**src/rtl/upgm_pkg.sv**
```systemverilog
// upgm_pkg: microprogram ROM geometry shared by the sequencer, the decoder
// and the host loader.
//   uaddr_t : one microaddress (selects one ROM word)
//   upgm_t  : one microword as stored in the ROM
package upgm_pkg;
  typedef logic [9:0]  uaddr_t;
  typedef logic [31:0] upgm_t;
endpackage

```
**src/rtl/useq_ctrl_pkg.sv**
```systemverilog
// useq_types: encodings used by the microprogram sequencer.
//   seq_op_t         : next-address op field decoded from the microword
//   state_t          : sequencer / ROM-ownership state
//   USEQ_STACK_DEPTH : default return-stack depth
package useq_types;
  typedef enum logic [2:0] {
    OP_NEXT     = 3'd0,
    OP_JUMP     = 3'd1,
    OP_BRT      = 3'd2,
    OP_BRF      = 3'd3,
    OP_CALL     = 3'd4,
    OP_RET      = 3'd5,
    OP_DISPATCH = 3'd6,
    OP_HALT     = 3'd7
  } seq_op_t;

  typedef enum logic [2:0] {
    S_START   = 3'd0,
    S_RUN     = 3'd1,
    S_HALT    = 3'd2,
    S_LOAD    = 3'd3,
    S_RESTART = 3'd4
  } state_t;

  localparam int USEQ_STACK_DEPTH = 4;
endpackage

```
**src/rtl/useq_ctrl_stack.sv**
```systemverilog
// useq_stack: return-address LIFO for microprogram CALL/RET.
//   clk, rst_n : clock, async active-low reset (empties the stack)
//   clr        : synchronous empty, wins over push/pop
//   push, din  : push din when not full
//   pop        : drop the top entry when not empty
//   full/empty : occupancy flags from the registered pointer
//   top        : most recently pushed entry (don't care when empty)
module useq_stack #(
  parameter int DEPTH = 4,
  parameter int W     = 10
) (
  input  logic         clk,
  input  logic         rst_n,
  input  logic         clr,
  input  logic         push,
  input  logic         pop,
  input  logic [W-1:0] din,
  output logic         full,
  output logic         empty,
  output logic [W-1:0] top
);
  localparam int PW = $clog2(DEPTH + 1);
  localparam int IW = (DEPTH > 1) ? $clog2(DEPTH) : 1;

  logic [DEPTH-1:0][W-1:0] mem;
  logic [PW-1:0]           sp;
  logic [IW-1:0]           wr_idx, rd_idx;

  assign wr_idx = IW'(sp);
  assign rd_idx = IW'(sp - PW'(1));
  assign full   = (sp == PW'(DEPTH));
  assign empty  = (sp == '0);
  assign top    = mem[rd_idx];

  always_ff @(posedge clk or negedge rst_n) begin
    if (!rst_n) begin
      sp  <= '0;
      mem <= '0;
    end else if (clr) begin
      sp <= '0;
    end else if (push && !full) begin
      mem[wr_idx] <= din;
      sp          <= sp + PW'(1);
    end else if (pop && !empty) begin
      sp <= sp - PW'(1);
    end
  end
endmodule

```
**src/rtl/useq_ctrl.sv**
```systemverilog
// useq_ctrl: microprogram sequencer and uprogram-ROM access arbiter.
// Sole driver of the ROM address / write-enable / write-data pins.
//   clk, rst_n            : clock (ROM reads/writes on negedge), async reset
//   stall                 : hold the current microaddress
//   seq_op/cond/target    : next-address control decoded from the microword
//   dispatch_addr         : opcode-mapped entry point
//   load_req/valid/addr/wdata : host loader port, load_gnt = loader owns ROM
//   upgm_addr/we/wdata    : ROM pins
//   uinstr_valid          : ROM word at this posedge belongs to the sequence
//   halted, fault         : in HALT; sticky stack overflow/underflow
module useq_ctrl
  import upgm_pkg::*;
  import useq_types::*;
#(
  parameter int UADDR_W     = $bits(uaddr_t),
  parameter int UPGM_W      = $bits(upgm_t),
  parameter int STACK_DEPTH = USEQ_STACK_DEPTH
) (
  input  logic               clk,
  input  logic               rst_n,
  input  logic               stall,
  input  logic [2:0]         seq_op,
  input  logic               seq_cond,
  input  logic [UADDR_W-1:0] seq_target,
  input  logic [UADDR_W-1:0] dispatch_addr,
  input  logic               load_req,
  input  logic               load_valid,
  input  logic [UADDR_W-1:0] load_addr,
  input  logic [UPGM_W-1:0]  load_wdata,
  output logic               load_gnt,
  output logic [UADDR_W-1:0] upgm_addr,
  output logic               upgm_we,
  output logic [UPGM_W-1:0]  upgm_wdata,
  output logic               uinstr_valid,
  output logic               halted,
  output logic               fault
);
  // State codes come from the package enum so the encoding lives in one place.
  localparam logic [2:0] ST_START   = S_START;
  localparam logic [2:0] ST_RUN     = S_RUN;
  localparam logic [2:0] ST_HALT    = S_HALT;
  localparam logic [2:0] ST_LOAD    = S_LOAD;
  localparam logic [2:0] ST_RESTART = S_RESTART;

  logic [2:0]         state, state_d;
  logic [UADDR_W-1:0] addr, addr_d, addr_inc, stk_top;
  logic               fault_d, push, pop, clr, stk_full, stk_empty;

  assign addr_inc = addr + UADDR_W'(1);

  useq_stack #(.DEPTH(STACK_DEPTH), .W(UADDR_W)) u_stack (
    .clk  (clk),
    .rst_n(rst_n),
    .clr  (clr),
    .push (push),
    .pop  (pop),
    .din  (addr_inc),
    .full (stk_full),
    .empty(stk_empty),
    .top  (stk_top)
  );

  always_comb begin
    state_d = state;
    addr_d  = addr;
    fault_d = fault;
    push    = 1'b0;
    pop     = 1'b0;
    clr     = 1'b0;
    case (state)
      ST_START: state_d = load_req ? ST_LOAD : ST_RUN;
      ST_RUN: begin
        // Loader wins over both stall and the in-flight op.
        if (load_req) begin
          state_d = ST_LOAD;
        end else if (!stall) begin
          case (seq_op_t'(seq_op))
            OP_NEXT:     addr_d = addr_inc;
            OP_JUMP:     addr_d = seq_target;
            OP_BRT:      addr_d = seq_cond ? seq_target : addr_inc;
            OP_BRF:      addr_d = seq_cond ? addr_inc : seq_target;
            OP_CALL: begin
              if (stk_full) begin
                fault_d = 1'b1;
                state_d = ST_HALT;
              end else begin
                push   = 1'b1;
                addr_d = seq_target;
              end
            end
            OP_RET: begin
              if (stk_empty) begin
                fault_d = 1'b1;
                state_d = ST_HALT;
              end else begin
                pop    = 1'b1;
                addr_d = stk_top;
              end
            end
            OP_DISPATCH: addr_d  = dispatch_addr;
            default:     state_d = ST_HALT;
          endcase
        end
      end
      ST_HALT: if (load_req) state_d = ST_LOAD;
      ST_LOAD: begin
        // Zero the address and stack on the way out so RESTART fetches word 0.
        if (!load_req) begin
          state_d = ST_RESTART;
          addr_d  = '0;
          clr     = 1'b1;
        end
      end
      ST_RESTART: state_d = ST_RUN;
      default:    state_d = ST_START;
    endcase
  end

  always_ff @(posedge clk or negedge rst_n) begin
    if (!rst_n) begin
      state <= ST_START;
      addr  <= '0;
      fault <= 1'b0;
    end else begin
      state <= state_d;
      addr  <= addr_d;
      fault <= fault_d;
    end
  end

  // Loader-side pins decode straight from the state register, so an async
  // reset drops write-enable and grant without waiting for a clock.
  assign load_gnt     = (state == ST_LOAD);
  assign upgm_addr    = load_gnt ? load_addr : addr;
  assign upgm_we      = load_gnt & load_valid;
  assign upgm_wdata   = load_gnt ? load_wdata : '0;
  assign uinstr_valid = (state == ST_RUN);
  assign halted       = (state == ST_HALT);
endmodule
```
**config.mk**
```make
export PLATFORM = sky130hd
export DESIGN_NAME = useq_ctrl
export DESIGN_NICKNAME = d
export VERILOG_FILES = /design/src/rtl/upgm_pkg.sv /design/src/rtl/useq_ctrl_pkg.sv /design/src/rtl/useq_ctrl_stack.sv /design/src/rtl/useq_ctrl.sv
export SDC_FILE = /design/constraint.sdc
export NUM_CORES = 1
export LEC_CHECK = 0
export CAP_MARGIN = 20
export CORE_MARGIN = 2
export CORE_UTILIZATION = 42
export CTS_CLUSTER_SIZE = 25
export DETAILED_ROUTE_END_ITERATION = 10
export PLACE_DENSITY = 0.78
export REMOVE_ABC_BUFFERS = 1
export SYNTH_ARGS = -nofsm -noshare
export SYNTH_HDL_FRONTEND = slang
export SYNTH_HIERARCHICAL = 1
export SYNTH_SLANG_ARGS = --single-unit
```
**constraint.sdc**
```tcl
create_clock -name clk -period 2.9 [get_ports clk]
set_clock_uncertainty 0.2 [all_clocks]
set_input_delay 0.58 -clock clk [delete_from_list [all_inputs] [get_ports clk]]
set_output_delay 0.58 -clock clk [all_outputs]
set_load 0.03 [all_outputs]
```
# --- Word-level counts from Yosys, hierarchy flattened ---
# Index checks and enable logic that the tools add are counted.
classes:
  n_reduce_logical: 16
  n_addsub: 3
  mux: 43
  magnitude_cmp: 3
  n_bitwise: 4
  n_eq_ne: 24
ops:
  columns: ["op", "n"]
  rows:
  - ["2-to-1 mux 10 bit", 10]
  - ["case mux 10 bit (7 select lines)", 1]
  - ["bitwise mux 40 bit", 1]
  - ["2-to-1 mux 32 bit", 1]
  - ["2-to-1 mux 3 bit", 9]
  - ["binary-select mux 10 bit (select 2 bit)", 1]
  - ["demux 10 bit (select 2 bit)", 1]
  - ["case mux 10 bit (2 select lines)", 1]
  - ["== test 3 bit (second input constant)", 5]
  - ["case mux 3 bit (5 select lines)", 1]
  - ["2-to-1 mux 1 bit", 14]
  - ["== test 3 x 2 -> 1 bit (second input constant)", 4]
  - ["inequality test 3 bit (second input constant)", 4]
  - ["AND reduction 6 bit", 2]
  - ["adder 10 x 1 -> 10 bit (second input constant)", 1]
  - ["zero test 3 bit", 3]
  - ["case mux 3 bit (3 select lines)", 1]
  - ["inequality test 2 bit (second input constant)", 4]
  - ["inequality test 4 x 3 -> 1 bit (second input constant)", 2]
  - ["inequality test 8 x 1 -> 1 bit (second input constant)", 1]
  - ["AND reduction 7 bit", 1]
  - ["== test 3 x 1 -> 1 bit (second input constant)", 2]
  - ["less-than comparator 2 x 3 -> 1 bit (second input constant)", 2]
  - ["OR reduction 5 bit", 1]
  - ["13 further kinds", 20]
totals:
  output_inout_bits: 47
  regBits: 57
  inputBits: 71
  word_cells: 101

# --- Longest topological paths before layout ---
# Gate-level depths: netlist of run 1.
depth:
  word_depth: 10
  depth_mapped: 11
  ltp_nobuf: 9

# --- Hierarchy ---
# Netlist of run 1, hierarchy kept.
by_module_without_submodules:
  columns: ["mod", "seq_area_each_um2", "area_each_um2", "cells_each", "instances"]
  rows:
  - ["useq_stack", 1076.0, 2099.5, 133, 1]
  - ["useq_ctrl", 350.3, 1549.0, 188, 1]

# --- Worst setup path before layout of run 1 ---
# No wires, ideal clock.
synth_path:
  path_type: "reg2reg"
  start: "register u_stack.sp[0]"
  end: "register u_stack/mem[10] (netlist bit)"
  n_path_buf: 2
  path_slack_ps: -165
  arrival_time_ps: 2740
  synth_period_minus_slack_ps: 3065
  required_time_ps: 2575
  stages_incl_launch_ff: 12
  setup_ps: 125
  path_cell_list: "dfrtp_1 buf_2 inv_1 ha_1 nand2_2 inv_1 nor3_1 nand2b_2 a21oi_4 and2_4 buf_12 mux2_4"
synth_via:
  elab_chain_len: 8
  word_cells_on_any_way: 15
  classes_between: "order compare (2); eq/ne (1); mux (8); reduce/logical (4)"
synth_rtl:
  columns: ["item", "line_no", "text"]
  rows:
  - ["start, declared", "useq_ctrl_stack.sv:26", "logic [PW-1:0] sp;"]
  - ["start signal, assigned", "useq_ctrl_stack.sv:43", "sp <= sp + PW'(1);"]
  - ["start signal, assigned", "useq_ctrl_stack.sv:45", "sp <= sp - PW'(1);"]
  - ["== test 3 bit", "useq_ctrl_stack.sv:31", "assign full = (sp == PW'(DEPTH));"]
  - ["named net stk_full", "useq_ctrl.sv:47", "logic fault_d, push, pop, clr, stk_full, stk_empty;"]
  - ["2-to-1 mux 1 bit", "useq_ctrl.sv:83", "if (stk_full) begin"]
  - ["2-to-1 mux 1 bit", "useq_ctrl.sv:77", "case (seq_op_t'(seq_op))"]
  - ["2-to-1 mux 1 bit", "useq_ctrl.sv:76", "end else if (!stall) begin"]
  - ["2-to-1 mux 1 bit", "useq_ctrl.sv:74", "if (load_req) begin"]
  - ["2-to-1 mux 1 bit", "useq_ctrl.sv:70", "case (state)"]
  - ["named net push", "useq_ctrl.sv:47", null]
  - ["logical AND 1 bit", "useq_ctrl_stack.sv:41", "end else if (push && !full) begin"]
  - ["AND reduction 2 bit (no line)", null, null]
  - ["end signal, assigned by index", "useq_ctrl_stack.sv:42", "mem[wr_idx] <= din;"]
  - ["end, declared", "useq_ctrl_stack.sv:25", "logic [DEPTH-1:0][W-1:0] mem;"]
# The timed path passes the listed nets, and every way through them passes these cells.
# A chain may end at the register's enable or synchronous reset.

# --- Worst setup path after layout of run 1 ---
layout_path:
  start: "input port load_req"
  end: "register u_stack/mem[35] (netlist bit)"
layout_via:
  elab_chain_len: 4
  word_cells_on_any_way: 7
  classes_between: "mux (4); bitwise (1); reduce/logical (2)"
layout_rtl:
  columns: ["item", "line_no", "text"]
  rows:
  - ["start, declared", "useq_ctrl.sv:26", "input logic load_req,"]
  - ["2-to-1 mux 1 bit", "useq_ctrl.sv:74", null]
  - ["2-to-1 mux 1 bit", "useq_ctrl.sv:70", null]
  - ["named net push", "useq_ctrl.sv:47", null]
  - ["logical AND 1 bit", "useq_ctrl_stack.sv:41", null]
  - ["AND reduction 2 bit (no line)", null, null]
# The timed path passes the listed nets, and every way through them passes these cells.

==> results of run 1 <==
==> stage by stage <==
stage	power, mW	TNS [ns]
final	3.11	0
after CTS	3.10	0
after global routing	3.28	-0.0181
after detailed placement	2.39	-14.01
after global placement	2.37	-12.71
after floorplan	1.80	-10.68
==> power groups by stage <==
| stage | clock [mW] | combinational [mW] | sequential [mW] |
|---|---|---|---|
| final | 0.777 | 1.36 | 0.977 |
| after global routing | 0.842 | 1.45 | 0.990 |
| after detailed placement | 0 | 1.41 | 0.984 |
| after CTS | 0.794 | 1.34 | 0.971 |
| after global placement | 0 | 1.39 | 0.980 |
| after floorplan | 0 | 0.790 | 1.01 |
==> state kept, by name (all words and copies together) (netlist names) <==
register	cells
addr	10
u_stack/sp	3
u_stack/mem	40
fault	1
state	3
==> worst max-delay path: stages <==
cell             delay (ns)
clkdlybuf4s50_1        0.42
or3b_4                 0.40
nor3_4                 0.18
nand3b_1               0.14
nor3_2                 0.18
nand2b_2               0.14
a21oi_4                0.13
buf_4                  0.13
nand2_2                0.19
mux2_2                 0.33
==> placed cells by master, fill, tap and decap left out, types with 3 or more instances in the layout <==
cell	n
mux4_2	10
nand2_1	16
a22o_1	5
buf_4	20
o21ai_0	13
xnor2_1	6
nor2_1	13
and2_1	35
nand2_2	3
dlygate4sd2_1	43
and3_1	3
inv_1	7
clkbuf_8	11
nand3b_1	4
a222oi_1	5
clkdlybuf4s50_1	73
nor2b_1	5
mux2i_1	6
a21oi_1	4
dfrtp_1	57
nand3_1	4
mux2_2	40
ha_1	6
mux2_4	10
==> path summary, 6_finish.rpt <==
kind	endpoint	cells after the start	start	slack (ns)
hold / removal	fault	2	rst_n	0.18
max in group asynchronous	u_stack/mem[7]	2	rst_n	1.85
setup reg to reg	addr[9]	9	u_stack/sp[1]	0.28
hold reg to reg	fault	1	fault	0.28
min in group clk	fault	1	fault	0.28
setup / recovery	u_stack/mem[35]	10	load_req	0.11
==> area by class of cell <==
| cell class | count | area (µm²) | area share [%] |
|---|---|---|---|
| clock buffer | 12 | 155 | 2.97 |
| tap | 108 | 135 | 2.59 |
| multi-input combinational | 239 | 2120 | 40.7 |
| timing repair buffer | 139 | 1300 | 24.9 |
| sequential | 57 | 1430 | 27.3 |
| clock inverter | 4 | 51.3 | 0.982 |
| inverter | 8 | 30.0 | 0.575 |
==> what timing repair did <==
item | 4_1_cts | 5_1_grt
pin swaps | 0 | 4
setup endpoints to repair | 47 | 52
gates cloned | 0 | 0
buffers inserted | 0 | 1
gates resized for setup | 45 | 8
==> metal layers <==
layer | wire [µm] | vias up
met1 | 4120 | 1506
met3 | 704 | 11
met4 | 111 | 0
met2 | 4960 | 135
met5 | 0 | -
li1 | - | 1447
==> cells by family (layout without fill, tap and decap cells) <==
group	Yosys count	count (layout)	share of synthesized area [%]
AOI/OAI and AO/OA	55	55	12.1
adders and majority gates	6	6	2.06
buffers and inverters	25	163	4.18
DFF	57	57	39.1
xor gates and xnor gates	8	8	1.92
muxes	66	66	24.3
and+or+nand+nor	104	104	16.4
==> summary.md, run 1 <==
| Metric | Value |
|---|---|
| Post-synth EDFFs | `0` |
| Non-filler cells, final | `approximately 570` |
| All-Layer GR Usage | `between 20% and 30%` |
| Area share of the largest cell type after synthesis | `between 30% and 40%` |
| M1 GR Usage | `about a quarter` |
| Required @ worst endpoint | `between 2 and 3 ns` |
| CTS sink count | `57` |
| Final setup fails | `0` |
| CTS clk-pin slew, worst paths | `~0.06 ns` |
| Final period utilization | `between 90% and 100%` |
| Register area share after synthesis | `~40%` |
| Number of global-route vias before repair | `3,122` |
| WL per Instance | `17.4 µm` |
| VDD IR max | `approximately 230 µV` |
| CTS Buffer Depth | `2` |
| Pwr Density | `about 600 nW/µm²` |
| Synth top cells by count | `57 x dfrtp_1, 40 x mux2_2, 35 x and2_1, 16 x nand2_1, 14 x nor2_1` |
| Setup WS post-layout | `0.113 ns` |
| Routed WL | `just under 10,000 µm` |
| Die Height | `a little under 100 µm` |
| Nets | `around 530` |
| Ys async rst share | `between 90% and 100%` |
| First-pass GRT wire length | `roughly 16,000 µm` |
| Crit start category | `input port` |
| DP Worst Slack | `-0.421 ns` |
| Worst Tran Pin Value | `a little over 0.7 ns` |
| Crit path kind | `in2reg` |
| Maxcap violations | `0` |
| Tmin final | `between 2 and 3 ns` |
| Final hold slack | `0.178 ns` |
| Leakage | `roughly 2.5 nW` |
| DRT iter0 DRCs | `133` |
| Syn avg cell area | `11.4 µm²` |
| Synth area leaders | `dfrtp_1 39%, mux2_2 12%, mux4_2 6.2%` |
| Cell with the most instances after synthesis | `dfrtp_1` |
| Status | `complete, no violations` |
| Critical Path End Type | `register` |
| Hold buffers post-CTS | `0` |
| FF+latch count, synth | `57` |
| Dominant register cell in the synthesized netlist | `dfrtp_1` |
| Internal power | `approximately 1.9 mW` |
| # H-tree levels | `3` |
| Gp weighted congestion | `between 0.8 and 0.9` |
| WP data arrival | `2.81 ns` |
| # DRC | `0` |
| Hold Path Class | `in2async` |
| CTS tree | `built` |
| Dominant cell type by area after synthesis | `dfrtp_1` |
| Initial core utilization | `42.7%` |
| Max-slew headroom | `about half` |
| Die area | `around 9400 µm²` |
| Largest net degree at the start of global routing | `58` |
| Grt met2 use | `between 30 and 40%` |
| Initial antenna violation count | `0` |
| CTS Buf Count | `9` |
| CTS root buf | `clkbuf_8` |
| Vias per cell | `roughly 5.5` |
| Die Span X | `just under 100 µm` |
| Number of library cell types mapped by synthesis | `62` |
| Post-Syn Instances | `between 300 and 400` |
| GR Overflow Total | `0` |
| Fmax | `roughly 360 MHz` |
| Seq pwr share | `31.4%` |
| Diode count | `0` |
| Logic gate share of total power | `a little over two fifths` |
| Slew Viols, Final | `0` |
| Final hold violations | `0` |
| Port Buffers | `roughly 120` |
| ANT nets after route | `0` |
| # fillers | `roughly 700` |
| Area grow syn2layout | `43.2%` |
| Synthesized cell area | `between 3000 and 4000 µm²` |
| Drt pass-1 iters | `5` |
| Switch share | `38.1%` |
| Placed cells | `550` |
| GRT met3 Usage | `5.76%` |
| Cell Rows | `34` |
| Share of cells above drive strength 1 | `between 20% and 30%` |
| Util after Layout | `61.1%` |
| RSZ-0062 raised after global routing | `yes` |
| GRT Max-Usage Layer | `met2` |
| Vias after detailed routing | `between 3,000 and 4,000` |
| Yosys warns | `6` |
| Placed Instance Area | `approximately 5000 µm²` |
| Clock share of power | `24.9%` |
| Switching power total | `roughly 1.2 mW` |
| Fin area | `about 5200 µm²` |
| Worst-Skew Late Latency | `roughly 0.34 ns` |
| Core ar. | `around 8600 µm²` |
| Worst-path maximum fanout | `10` |
| Io pins | `between 100 and 150` |
| DP HPWL | `7300 µm` |
Power figures use the tool's default switching activity.
==> run 2, diff against run 1 <==
TNS_END_PERCENT = 5   (was not set)
==> run 2 against run 1 <==
Via count barely moved. Hold slack got worse by 0.0032 ns. Sequential cell count did not move. Largest cell class unchanged. Non-clock buffer count did not move. Sequential share of layout area did not move. Clock power barely moved. Design area did not move. Die area did not move. Sequential power barely moved. Combinational power barely moved. Final cell count did not move. Register-to-register slack barely moved.
==> summary.md, run 2 (synthesis gave the netlist of run 1 again) <==
| Metric | Value |
|---|---|
| Status | `complete, no violations` |
| # DRC | `0 (unchanged)` |
| WL per Instance | `17.4 µm (-0.23%)` |
| Worst Tran Pin Value | `0.723 ns (-0.00267 ns)` |
| CP peak stage delay | `0.42 ns (about the same)` |
| Leakage | `2.47 nW (unchanged)` |
| RSZ-0062 raised after global routing | `yes` |
| First-pass GRT wire length | `16,000 µm (-0.18%)` |
| Critical path's slowest cell | `clkdlybuf4s50_1` |
| Number of global-route vias before repair | `3,111 (-0.35%)` |
| CTS Buf Count | `9 (unchanged)` |
| M1 GR Usage | `25.8% (+0.047 points)` |
| Nets | `531 (unchanged)` |
| R2R Path End | `u_stack/mem[38]` |
| CTS sink count | `57 (unchanged)` |
| Switch share | `38.1% (about the same)` |
| Fin area | `5230 µm² (unchanged)` |
| # H-tree levels | `3 (unchanged)` |
| Required @ worst endpoint | `2.92 ns (about the same)` |
| Largest net degree at the start of global routing | `58 (unchanged)` |
| Clock share of power | `25.0% (about the same)` |
| Crit path buffers/inverters | `2 (unchanged)` |
| Largest registers | `u_stack/mem x40, addr x10` |
| Internal power | `1.93 mW (about the same)` |
| Final setup fails | `0 (unchanged)` |
| TNS Setup | `0 ns (unchanged)` |
| CTS tree | `built` |
| VDD IR max | `231 µV (-1.2%)` |
| Largest delay share family, worst path | `simple AND/OR/NAND/NOR gates` |
| Port Buffers | `117 (unchanged)` |
| Non-filler cells, final | `567 (unchanged)` |
| Cell Rows | `34 (unchanged)` |
| Most common cell after layout, fill and taps aside | `clkdlybuf4s50_1` |
| # fillers | `706 (+0.28%)` |
| WP data arrival | `2.82 ns (about the same)` |
| Vias after detailed routing | `3,096 (-0.097%)` |
| Io pins | `118 (unchanged)` |
| Vias per cell | `5.46 (about the same)` |
| Maxcap violations | `0 (unchanged)` |
| Gp weighted congestion | `0.843 (unchanged)` |
| Switching power total | `1.18 mW (-0.13%)` |
| Core ar. | `8550 µm² (unchanged)` |
| Critical path cell sequence | `clkdlybuf4s50_1 -> or3b_4 -> nor3_4 -> nand3b_1 -> nor3_2 -> nand2b_2 -> a21oi_4 -> buf_4 -> nand2_2 -> mux2_2` |
| Pwr Density | `596 nW/µm² (about the same)` |
| CTS clk-pin slew, worst paths | `0.06 ns (about the same)` |
| Seq pwr share | `31.4% (about the same)` |
| Final hold slack | `0.175 ns (-0.00324 ns)` |
| Initial core utilization | `42.7% (unchanged)` |
| CTS Buffer Depth | `2 (unchanged)` |
| Placed cells | `550 (unchanged)` |
| Tmin final | `2.80 ns (+0.0145 ns)` |
| Grt met2 use | `36.5% (-0.16 points)` |
| Crit start category | `input port` |
| GRT met3 Usage | `5.76% (unchanged)` |
| Final hold violations | `0 (unchanged)` |
| All-Layer GR Usage | `21.2% (-0.031 points)` |
| DP HPWL | `7300 µm (unchanged)` |
| Hold Path Class | `in2async` |
| R2R depth | `9 (unchanged)` |
| GR Overflow Total | `0 (unchanged)` |
| Fmax | `357 MHz (-0.52%)` |
| Routed WL | `9870 µm (-0.23%)` |
| DRT iter0 DRCs | `149 (+12%)` |
| GRT Max-Usage Layer | `met2` |
| Initial antenna violation count | `0 (unchanged)` |
| Area grow syn2layout | `43.2% (unchanged)` |
| Most frequent cells in the layout | `73 x clkdlybuf4s50_1, 57 x dfrtp_1, 43 x dlygate4sd2_1, 40 x mux2_2, 35 x and2_1` |
| Worst-Skew Late Latency | `0.34 ns (about the same)` |
| Drt pass-1 iters | `4 (-1)` |
| Slew Viols, Final | `0 (unchanged)` |
| CTS root buf | `clkbuf_8` |
| Reg with most FFs | `u_stack/mem` |
| Final period utilization | `96.6% (+0.50 points)` |
| Placed Instance Area | `5010 µm² (unchanged)` |
| Total power | `3.11 mW (about the same)` |
| Die Height | `97.2 µm (unchanged)` |
| Max-slew headroom | `51.8% (+0.18 points)` |
| Logic gate share of total power | `43.6% (about the same)` |
| Die area | `9450 µm² (unchanged)` |
| Worst-path maximum fanout | `10 (unchanged)` |
| Diode count | `0 (unchanged)` |
| ANT nets after route | `0 (unchanged)` |
| Reg2reg start | `state[2]` |
| Die Span X | `97.2 µm (unchanged)` |
| Share of cells above drive strength 1 | `26.6% (unchanged)` |
| Reg-to-reg setup timing slack | `0.27 ns (about the same)` |
| Critical Path End Type | `register` |
| Max reg flops | `40 (unchanged)` |
| Crit path kind | `in2reg` |
-- run 2: cell counts in the layout (fill, tap and decap cells not counted) --
Identical to the previous run, type by type.
-- run 2: worst reg2reg max path, stage by stage (launching register included) --
cell	delay, ns
dfrtp_1	0.44
or3b_4	0.45
nor3_4	0.19
nand3b_1	0.14
nor3_2	0.18
nand2b_2	0.14
a21oi_4	0.13
buf_4	0.13
nand2_2	0.18
mux2_2	0.33
-- run 2: what timing repair did --
item / 4_1_cts / 5_1_grt
setup buffers: 0 / 1
hold buffers: 0 / 0
pin swaps: 0 / 4
resized for setup: 44 / 9
setup endpoints to repair: 47 / 52
cloned: 0 / 0
-- run 2: through the flow --
| stage | utilization, % | worst slack [ns] |
|---|---|---|
| final | 61.1 | 0.0981 |
| after global routing | 61.1 | -0.0377 |
| after CTS | 60.4 | -0.0104 |
| after detailed placement | 58.6 | -0.421 |
| after global placement | 58.6 | -0.323 |
| after floorplan | - | -0.735 |
-- run 2: per-layer routing --
metal	share of wire, %	wire length [µm]
met1	40	3970
met2	50	4930
met3	8.1	796
met4	1.7	165
met5	0	0
-- run 2: layout make-up --
cell class	count	area (µm²)	area share, %
clock buffer	12	155	2.97
clock inverter	4	51.3	0.982
inverter	8	30.0	0.575
multi-input combinational	239	2120	40.7
sequential	57	1430	27.3
tap	108	135	2.59
timing repair buffer	139	1300	24.9
-- run 2: worst max-delay path by stage --
stage | start | end | slack [ns] | cells after the start
finish | load_req | u_stack/mem[38] | 0.1 | 10
global route | load_req | u_stack/sp[1] | -0.04 | 11
CTS | load_req | u_stack/sp[1] | -0.01 | 11
detailed placement | load_req | u_stack/sp[1] | -0.42 | 11
global placement | load_req | u_stack/mem[4] | -0.32 | 9
floorplan | u_stack/sp[0] | u_stack/mem[0] | -0.73 | 8
-- run 2: power by group through the flow --
stage	sequential [mW]	clock [mW]	combinational (mW)
finish	0.977	0.779	1.36
floorplan	1.01	0	0.790
detailed placement	0.984	0	1.41
global placement	0.980	0	1.39
global route	0.989	0.842	1.45
CTS	0.970	0.794	1.34
==> run 3, diff against run 2 <==
RECOVER_POWER = 100   (was not set)
==> run 3 against run 2 <==
Hold slack improved by 0.11 ns. Utilization shrank 0.073 points. Sequential cell count unchanged. Register-to-register slack barely moved. Critical path type unchanged. First-iteration DRC count decreased by 0.67%. Total power is essentially flat. Final cell count is the same. Non-clock buffer count is the same. Clock-buffer cell count is the same.
==> summary.md, run 3 (synthesis gave the netlist of run 1 again) <==
| Metric | Value |
|---|---|
| Final hold violations | `0 (unchanged)` |
| R2R depth | `9 (unchanged)` |
| Worst Tran Pin Value | `1.40 ns (+0.680 ns)` |
| CTS root buf | `clkbuf_8` |
| Pwr Density | `596 nW/µm² (about the same)` |
| Fmax | `357 MHz (about the same)` |
| Hold buffers post-CTS | `0 (unchanged)` |
| DP HPWL | `7300 µm (unchanged)` |
| Total power | `3.11 mW (about the same)` |
| Slew Viols, Final | `0 (unchanged)` |
| Max reg flops | `40 (unchanged)` |
| Core ar. | `8550 µm² (unchanged)` |
| Most frequent cells in the layout | `73 x clkdlybuf4s50_1, 57 x dfrtp_1, 43 x dlygate4sd2_1, 40 x mux2_2, 35 x and2_1` |
| Cell Rows | `34 (unchanged)` |
| DRT iter0 DRCs | `148 (-0.67%)` |
| Reg with most FFs | `u_stack/mem` |
| Number of global-route vias before repair | `3,111 (unchanged)` |
| ANT nets after route | `0 (unchanged)` |
| Leakage | `2.46 nW (-0.16%)` |
| CTS sink count | `57 (unchanged)` |
| Crit path from | `load_req` |
| Die area | `9450 µm² (unchanged)` |
| Max-slew headroom | `6.49% (-45 points)` |
| Critical Path End Type | `register` |
| R2R Path End | `u_stack/mem[26]` |
| Final hold slack | `0.284 ns (+0.109 ns)` |
| Status | `complete, no violations` |
| Worst-Skew Late Latency | `0.34 ns (about the same)` |
| Maxcap violations | `0 (unchanged)` |
| CTS tree | `built` |
| CTS clk-pin slew, worst paths | `0.06 ns (about the same)` |
| CTS Buffer Depth | `2 (unchanged)` |
| Setup crit end | `u_stack/mem[26]` |
| Largest registers | `u_stack/mem x40, addr x10` |
| Hold Path Class | `reg2reg` |
| RSZ-0062 raised after global routing | `yes` |
| Die Height | `97.2 µm (unchanged)` |
| Initial antenna violation count | `0 (unchanged)` |
| # H-tree levels | `3 (unchanged)` |
| Final setup fails | `0 (unchanged)` |
| Largest net degree at the start of global routing | `58 (unchanged)` |
| Share of cells above drive strength 1 | `26.4% (-0.22 points)` |
| Diode count | `0 (unchanged)` |
| CTS Buf Count | `9 (unchanged)` |
| Crit path kind | `in2reg` |
| Most common cell after layout, fill and taps aside | `clkdlybuf4s50_1` |
| Port Buffers | `117 (unchanged)` |
| Initial core utilization | `42.7% (unchanged)` |
| WP data arrival | `2.82 ns (about the same)` |
| Routed WL | `9890 µm (+0.19%)` |
| Drt pass-1 iters | `4 (unchanged)` |
| VDD IR max | `231 µV (about the same)` |
| Vias after detailed routing | `3,096 (unchanged)` |
| All-Layer GR Usage | `21.2% (unchanged)` |
| Crit start category | `input port` |
| # DRC | `0 (unchanged)` |
| WL per Instance | `17.4 µm (+0.19%)` |
| Reg2reg start | `state[2]` |
| Final period utilization | `96.6% (about the same)` |
| Die Span X | `97.2 µm (unchanged)` |
| Required @ worst endpoint | `2.92 ns (about the same)` |
| First-pass GRT wire length | `16,000 µm (unchanged)` |
| Area grow syn2layout | `43.0%` |
| Nets | `531 (unchanged)` |
| Vias per cell | `5.46 (unchanged)` |
| Tmin final | `2.80 ns (-0.000486 ns)` |
| Worst-path maximum fanout | `10 (unchanged)` |
| Io pins | `118 (unchanged)` |
| DP Worst Slack | `-0.421 ns (unchanged)` |
| Reg-to-reg setup timing slack | `0.27 ns (about the same)` |
| GR Overflow Total | `0 (unchanged)` |
| Setup WS post-layout | `0.0986 ns (+0.000486 ns)` |
| Gp weighted congestion | `0.843 (unchanged)` |
run 3: timing repair:
| item | 4_1_cts | 5_1_grt |
|---|---|---|
| pin swaps | 0 | 4 |
| endpoints found under the setup margin | 47 | 52 |
| gates cloned | 0 | 0 |
| setup buffers | 0 | 1 |
| gates resized for setup | 44 | 9 |
| hold endpoints to repair | 0 | 0 |
run 3: cell type report:
cell class	count	area, µm²
multi-input combinational	239	2120
timing repair buffer	139	1300
clock inverter	4	51.3
tap	108	135
inverter	8	30.0
sequential	57	1430
clock buffer	12	155
fill	708	3330
run 3: worst min path at each step:
| stage | startpoint | to | slack [ns] | cells past startpoint |
|---|---|---|---|---|
| after detailed placement | fault | fault | 0.27 | 1 |
| after global placement | fault | fault | 0.27 | 1 |
| after floorplan | rst_n | addr[0] | 0.08 | 0 |
| after global routing | fault | fault | 0.32 | 1 |
| after CTS | rst_n | u_stack/sp[2] | 0.20 | 2 |
| final | fault | fault | 0.28 | 1 |
run 3: where the power goes:
part / internal, mW / switching, mW
registers: 0.877 / 0.101
logic: 0.603 / 0.748
clock network: 0.444 / 0.336
run 3: metrics by stage:
stage	area, µm²	TNS (ns)	util (%)	cells
after global routing	5220	-0.185	61.0	567
after detailed placement	5010	-14.01	58.6	550
after floorplan	3530	-10.68	-	304
final	5220	0	61.0	567
after CTS	5170	-0.0172	60.4	566
after global placement	5010	-12.71	58.6	550
run 3: metal layers:
metal | GRT usage, % | routed length (µm)
met1 | 25.8 | 4020
met2 | 36.5 | 4930
met3 | 5.76 | 778
met4 | 7.15 | 165
met5 | 0 | 0
run 3: worst max-delay path, stage by stage:
cell,delay (ns)
clkdlybuf4s50_1,0.42
or3b_4,0.41
nor3_4,0.19
nand3b_1,0.14
nor3_2,0.18
nand2b_2,0.14
a21oi_4,0.13
buf_4,0.13
nand2_2,0.18
mux2_2,0.33
